File: src/rtl/branch_predictor.sv
`default_nettype none
// ============================================================================
// Module   : branch_predictor
// Purpose  : 16-entry table of 2-bit saturating counters indexed by pc[4:1].
//            Gives a combinational taken/not-taken prediction for the fetch PC,
//            trains on branches resolving in execute, and raises a registered
//            one-cycle mispredict pulse with the corrected next PC.
// Ports    : clk, rst (async, active-high)
//            fetch_pc[15:0]  -> pred_taken
//            ex_brch_valid, ex_pc[15:0], ex_target[15:0], ex_brch_taken,
//            ex_pred_taken   -> mispredict, redirect_pc[15:0]
//            stat_brch[15:0], stat_mispred[15:0] (only with the macro below)
// Config   : BRANCH_PREDICTOR_STATS_EN adds branch / mispredict counters.
// Revision : 1.0 - initial release
// ============================================================================
module branch_predictor (
  input  logic        clk,
  input  logic        rst,
  input  logic [15:0] fetch_pc,
  output logic        pred_taken,
  input  logic        ex_brch_valid,
  input  logic [15:0] ex_pc,
  input  logic [15:0] ex_target,
  input  logic        ex_brch_taken,
  input  logic        ex_pred_taken,
  output logic        mispredict,
  output logic [15:0] redirect_pc
`ifdef BRANCH_PREDICTOR_STATS_EN
  ,
  output logic [15:0] stat_brch,
  output logic [15:0] stat_mispred
`endif
);

  localparam logic [1:0] c_CNT_WNT = 2'b01;  // weakly not-taken
  localparam logic [1:0] c_CNT_MAX = 2'b11;
  localparam logic [1:0] c_CNT_MIN = 2'b00;

  logic [1:0]  cnt_q [16];
  logic [1:0]  cnt_d;
  logic [1:0]  w_cnt_cur;
  logic [3:0]  w_fetch_idx;
  logic [3:0]  w_ex_idx;
  logic        mispredict_q;
  logic        mispredict_d;
  logic [15:0] redirect_q;
  logic [15:0] redirect_d;

  // Bits of the fetch PC that do not participate in indexing.
  logic w_unused_bits;
  assign w_unused_bits = ^{fetch_pc[15:5], fetch_pc[0]};

  assign w_fetch_idx = fetch_pc[4:1];
  assign w_ex_idx    = ex_pc[4:1];
  assign w_cnt_cur   = cnt_q[w_ex_idx];

  // Read straight from the stored table: a same-cycle update is not bypassed.
  assign pred_taken  = cnt_q[w_fetch_idx][1];

  always_comb begin
    cnt_d = w_cnt_cur;
    if (ex_brch_taken) begin
      if (w_cnt_cur != c_CNT_MAX) cnt_d = w_cnt_cur + 2'd1;
    end else begin
      if (w_cnt_cur != c_CNT_MIN) cnt_d = w_cnt_cur - 2'd1;
    end
  end

  always_comb begin
    mispredict_d = ex_brch_valid && (ex_brch_taken != ex_pred_taken);
    redirect_d   = redirect_q;
    if (mispredict_d) begin
      redirect_d = ex_brch_taken ? ex_target : (ex_pc + 16'd2);
    end
  end

  always_ff @(posedge clk or posedge rst) begin
    if (rst) begin
      for (int i = 0; i < 16; i++) cnt_q[i] <= c_CNT_WNT;
    end else if (ex_brch_valid) begin
      cnt_q[w_ex_idx] <= cnt_d;
    end
  end

  always_ff @(posedge clk or posedge rst) begin
    if (rst) begin
      mispredict_q <= 1'b0;
      redirect_q   <= 16'h0000;
    end else begin
      mispredict_q <= mispredict_d;
      redirect_q   <= redirect_d;
    end
  end

  assign mispredict  = mispredict_q;
  assign redirect_pc = redirect_q;

`ifdef BRANCH_PREDICTOR_STATS_EN
  logic [15:0] stat_brch_q;
  logic [15:0] stat_mispred_q;

  always_ff @(posedge clk or posedge rst) begin
    if (rst) begin
      stat_brch_q    <= 16'h0000;
      stat_mispred_q <= 16'h0000;
    end else begin
      if (ex_brch_valid) stat_brch_q    <= stat_brch_q + 16'd1;
      if (mispredict_d)  stat_mispred_q <= stat_mispred_q + 16'd1;
    end
  end

  assign stat_brch    = stat_brch_q;
  assign stat_mispred = stat_mispred_q;
`endif

endmodule
`default_nettype wire
File: config.mk
export PLATFORM = sky130hd
export DESIGN_NAME = branch_predictor
export DESIGN_NICKNAME = d
export VERILOG_FILES = /design/src/rtl/branch_predictor.sv
export SDC_FILE = /design/constraint.sdc
export NUM_CORES = 1
export LEC_CHECK = 0
export CORE_UTILIZATION = 40
export CTS_CLUSTER_SIZE = 25
export DETAILED_ROUTE_END_ITERATION = 7
export HOLD_SLACK_MARGIN = 0.02
export PLACE_DENSITY = 0.7
export SKIP_LAST_GASP = 1
export SYNTH_ARGS = -nofsm -noshare
export SYNTH_HDL_FRONTEND = slang
export SYNTH_SLANG_ARGS = --single-unit
File: constraint.sdc
create_clock -name clk -period 2.3 [get_ports clk]
set_clock_uncertainty 0.2 [all_clocks]
set_input_delay 0.46 -clock clk [delete_from_list [all_inputs] [get_ports clk]]
set_output_delay 0.46 -clock clk [all_outputs]
set_load 0.01 [all_outputs]
==> impl.org <==
** Status
- Status :: finished, violations left
- The checks that failed: negative setup slack.

** Floorplanning
- The core region is 6490 um^2.
- The die is 85.1 um wide.
- The initialized floorplan defines 29 standard-cell rows.
- In this run the vertical extent of the chip is 85.1 um.
- Initial core utilization :: 42.5%
- Die Footprint :: 7230 um^2
- Pin placement for this block handled 71 I/O pins.

** CTS
- The tree is rooted in a clkbuf_8.
- The H-tree was split into 2 levels.
- Num Clock Sinks :: 49
- Later-pin clock latency in the skew report :: 310 ps
- TritonCTS clock tree :: yes
- Buffers inserted during clock tree synthesis total 5.
- Maximum buffer depth of the clock tree :: 2
- After clock tree synthesis, the clock-pin slew on the worst setup and hold paths is 90 ps.

** GRT
- Global-route wire length before repair :: 11,300 um
- Maximum number of pins on one net before global-route repair :: 35
- The via count of the first global-routing pass came to 2,349.
- The total overflow left after global routing is 0.
- Across every metal layer, demand over resource in global routing totals 20.4%.
- The number of antenna violations at the first check in global routing was 0.

** Logic synthesis
- Yosys printed 0 warnings.
- Counting distinct cell types in the post-synthesis netlist gives 34.
- Top FF cell, synth :: dfrtp_1
- Mapped Avg Cell Area :: 10.3 um^2
- Post-Syn Nets :: 325
- FFs w/ async S/R, synth :: 100%
- Number of synthesized flops with an enable pin :: 0
- Synthesis produced a netlist whose cell count is 268.
- Cell area after synthesis :: 2760 um^2
- FF+latch count, synth :: 49
- For this run, the register share of the synthesized area comes to 45.2%.

** Drt
- The first routing iteration left 71 violations.
- After detailed routing, the number of vias per cell comes to 5.30.
- Via count :: 2,310
- For this run, design rule violations remaining after detail routing come to 0.
- The count of nets left with antenna violations once routing finished came out at 0.
- The pre-antenna-repair detailed-routing pass consisted of 4 iterations.
- Final WL :: 6800 um
- In the final routed layout, each cell accounts on average for 15.6 um.

** Timing
- After layout, the worst setup slack is -182 ps.
- RSZ-0062 raised after global routing :: true
- After layout, the worst path uses 108% of the clock period.
- In this run the tightest slew margin relative to its limit is 76.9%.
- Final Critical Period :: 2480 ps
- Least-Margin Pin Slew :: 347 ps
- Setup violations remaining at the end of the flow were counted as 1.
- Number of max-slew violations in the final report :: 0
- Timing-limited maximum frequency :: 403 MHz
- Final-report hold violation count :: 0

** Placement
- The placed instances occupy a cell area of 3660 um^2.
- Worst slack at placement :: -984 ps
- Summed over all nets, the half-perimeter wirelength after detailed placement is 5250 um.
- The count of buffers added on input and output ports is 58.
- At the end of routability-driven placement, the weighted congestion stood at 0.857.

** Power and ir drop
- Power density over cell area :: 708 nW/um^2
- Total power of the final layout :: 2.66 mW
- For this design the static power due to leakage is 1.59 nW.
- Worst ir drop on vdd :: 0.326 mV

** Setup path
- The critical path crosses 3 cells after its start point.
- Cell seen most often among critical-path stages :: mux4_2
- Traced cell by cell, the critical path runs through mux4_2 > mux4_2 > buf_6.
- In this design, the largest share of critical-path delay is due to multiplexers.
- Among all stages on the critical path, the largest delay is contributed by mux4_2.
- STA classifies the critical path startpoint as a flip-flop.
- By startpoint and endpoint, the worst setup path is classified as flip-flop to output pin.
- Delay contributed by the slowest stage of the critical path :: 490 ps
- Biggest fanout along the worst timing path :: 2
- Together, buffers and inverters on the worst path number 1.
- Arrival time at the worst endpoint :: 1820 ps
- Sort of element at the end of the critical path :: output pin
- Critical Path RT :: 1640 ps
- Register-to-Register Path Depth :: 5

** Cells and area
- Once layout is complete, the utilization of the core stands at 57.8%.
- Synth-to-Final Area Change :: 36.1%
- The repair_antennas step left the layout with diodes totalling 0.
- Final standard cell area without fillers :: 3750 um^2
- The final layout contains 415 nets.
- Layout cell share with drive strength beyond 1 :: 25.9%

** Hold path
- The min-delay analysis places its worst path in the category input port to async pin.

** Run
- Total of max-cap violations :: 0
synth_stat cells (6+ instances only):
library cell | n | share of area (%)
mux4_2 | 12 | 9.8
and3_1 | 6 | 1.4
nand2_1 | 54 | 7.3
o21ai_0 | 9 | 1.6
o21ai_2 | 8 | 2.5
xor2_1 | 10 | 3.2
o21ai_1 | 33 | 6.0
a21oi_1 | 9 | 1.6
nand3_1 | 16 | 2.9
dfstp_2 | 16 | 15
dfrtp_1 | 33 | 30
nor2_1 | 8 | 1.1
power by group:
part / switching [mW] / leakage [nW] / internal [mW]
sequential: 0.112 / 0.595 / 1.12
clock: 0.290 / 0.0450 / 0.212
combinational: 0.421 / 0.953 / 0.503
through the flow:
step / hold slack [ps] / setup TNS (ps) / std cells
3_5_place_dp: 255 / -14450 / 427
3_3_place_gp: 251 / -13920 / 427
6_report: 223 / -182 / 436
2_1_floorplan: 242 / 0 / 268
5_1_grt: 259 / -204 / 436
4_1_cts: 226 / -187 / 436
layer usage:
| layer | GRT usage [%] | wire length (um) |
|---|---|---|
| met5 | 0 | 0 |
| met4 | 8.01 | 106 |
| met3 | 3.99 | 352 |
| met2 | 33.7 | 3220 |
| met1 | 26.6 | 3120 |
registers in the layout, indices dropped and copies added (netlist names):
signal	cells
cnt_q	32
redirect_pc	16
mispredict	1
final timing paths:
| path | startpoint | endpoint | slack, ps |
|---|---|---|---|
| max | cnt_q[31] | pred_taken | -180 |
| min | rst | redirect_pc[2] | 220 |
| min reg2reg | cnt_q[22] | cnt_q[22] | 270 |
| max reg2reg | cnt_q[19] | cnt_q[21] | 300 |
| max in group asynchronous | rst | cnt_q[18] | 1100 |
| min in group clk | cnt_q[22] | cnt_q[22] | 270 |
what timing repair did:
action,CTS,global route
hold buffers,0,0
resized for setup,13,1
setup endpoints to repair,25,19
setup buffers,1,0
pin swaps,1,0
layout make-up:
cell class	count	area (um^2)
Inverter	5	18.8
Fill cell	561	2740
Timing Repair Buffer	93	865
Tap cell	77	96.3
Sequential cell	49	1250
Multi-Input combinational cell	204	1450
Clock inverter	2	10.0
Clock buffer	6	72.6
cell usage in the layout (no fill, tap or decap), types with 2 or more instances in the layout:
cell type,instances
nor2_2,3
xnor2_1,3
maj3_4,2
o21ai_4,2
mux4_2,12
dlygate4sd2_1,2
buf_4,33
a21oi_1,9
o21ai_2,8
mux2i_1,5
clkinv_2,2
and3_1,6
buf_12,2
inv_2,3
nor2b_1,5
mux2i_4,3
xor2_1,10
dfstp_2,16
o21ai_0,9
nor2_1,7
nand3_1,16
clkbuf_8,5
inv_1,2
clkdlybuf4s50_1,53
nand2_1,54
ha_1,4
nand4_1,5
dfrtp_1,33
and4_1,3
o21ai_1,33
logic make-up after synthesis:
logic type | Yosys count | synth area share, %
AO/OA/AOI/OAI | 63 | 13.5
AND/OR/NAND/NOR | 101 | 16.8
flip-flops | 49 | 45.2
XOR/XNOR | 13 | 4.13
adder cells (fa/ha/maj) | 6 | 2.81
multiplexers | 21 | 15.0
buffers and inverters | 15 | 2.54
No activity file was read; power rests on OpenSTA's default activity.
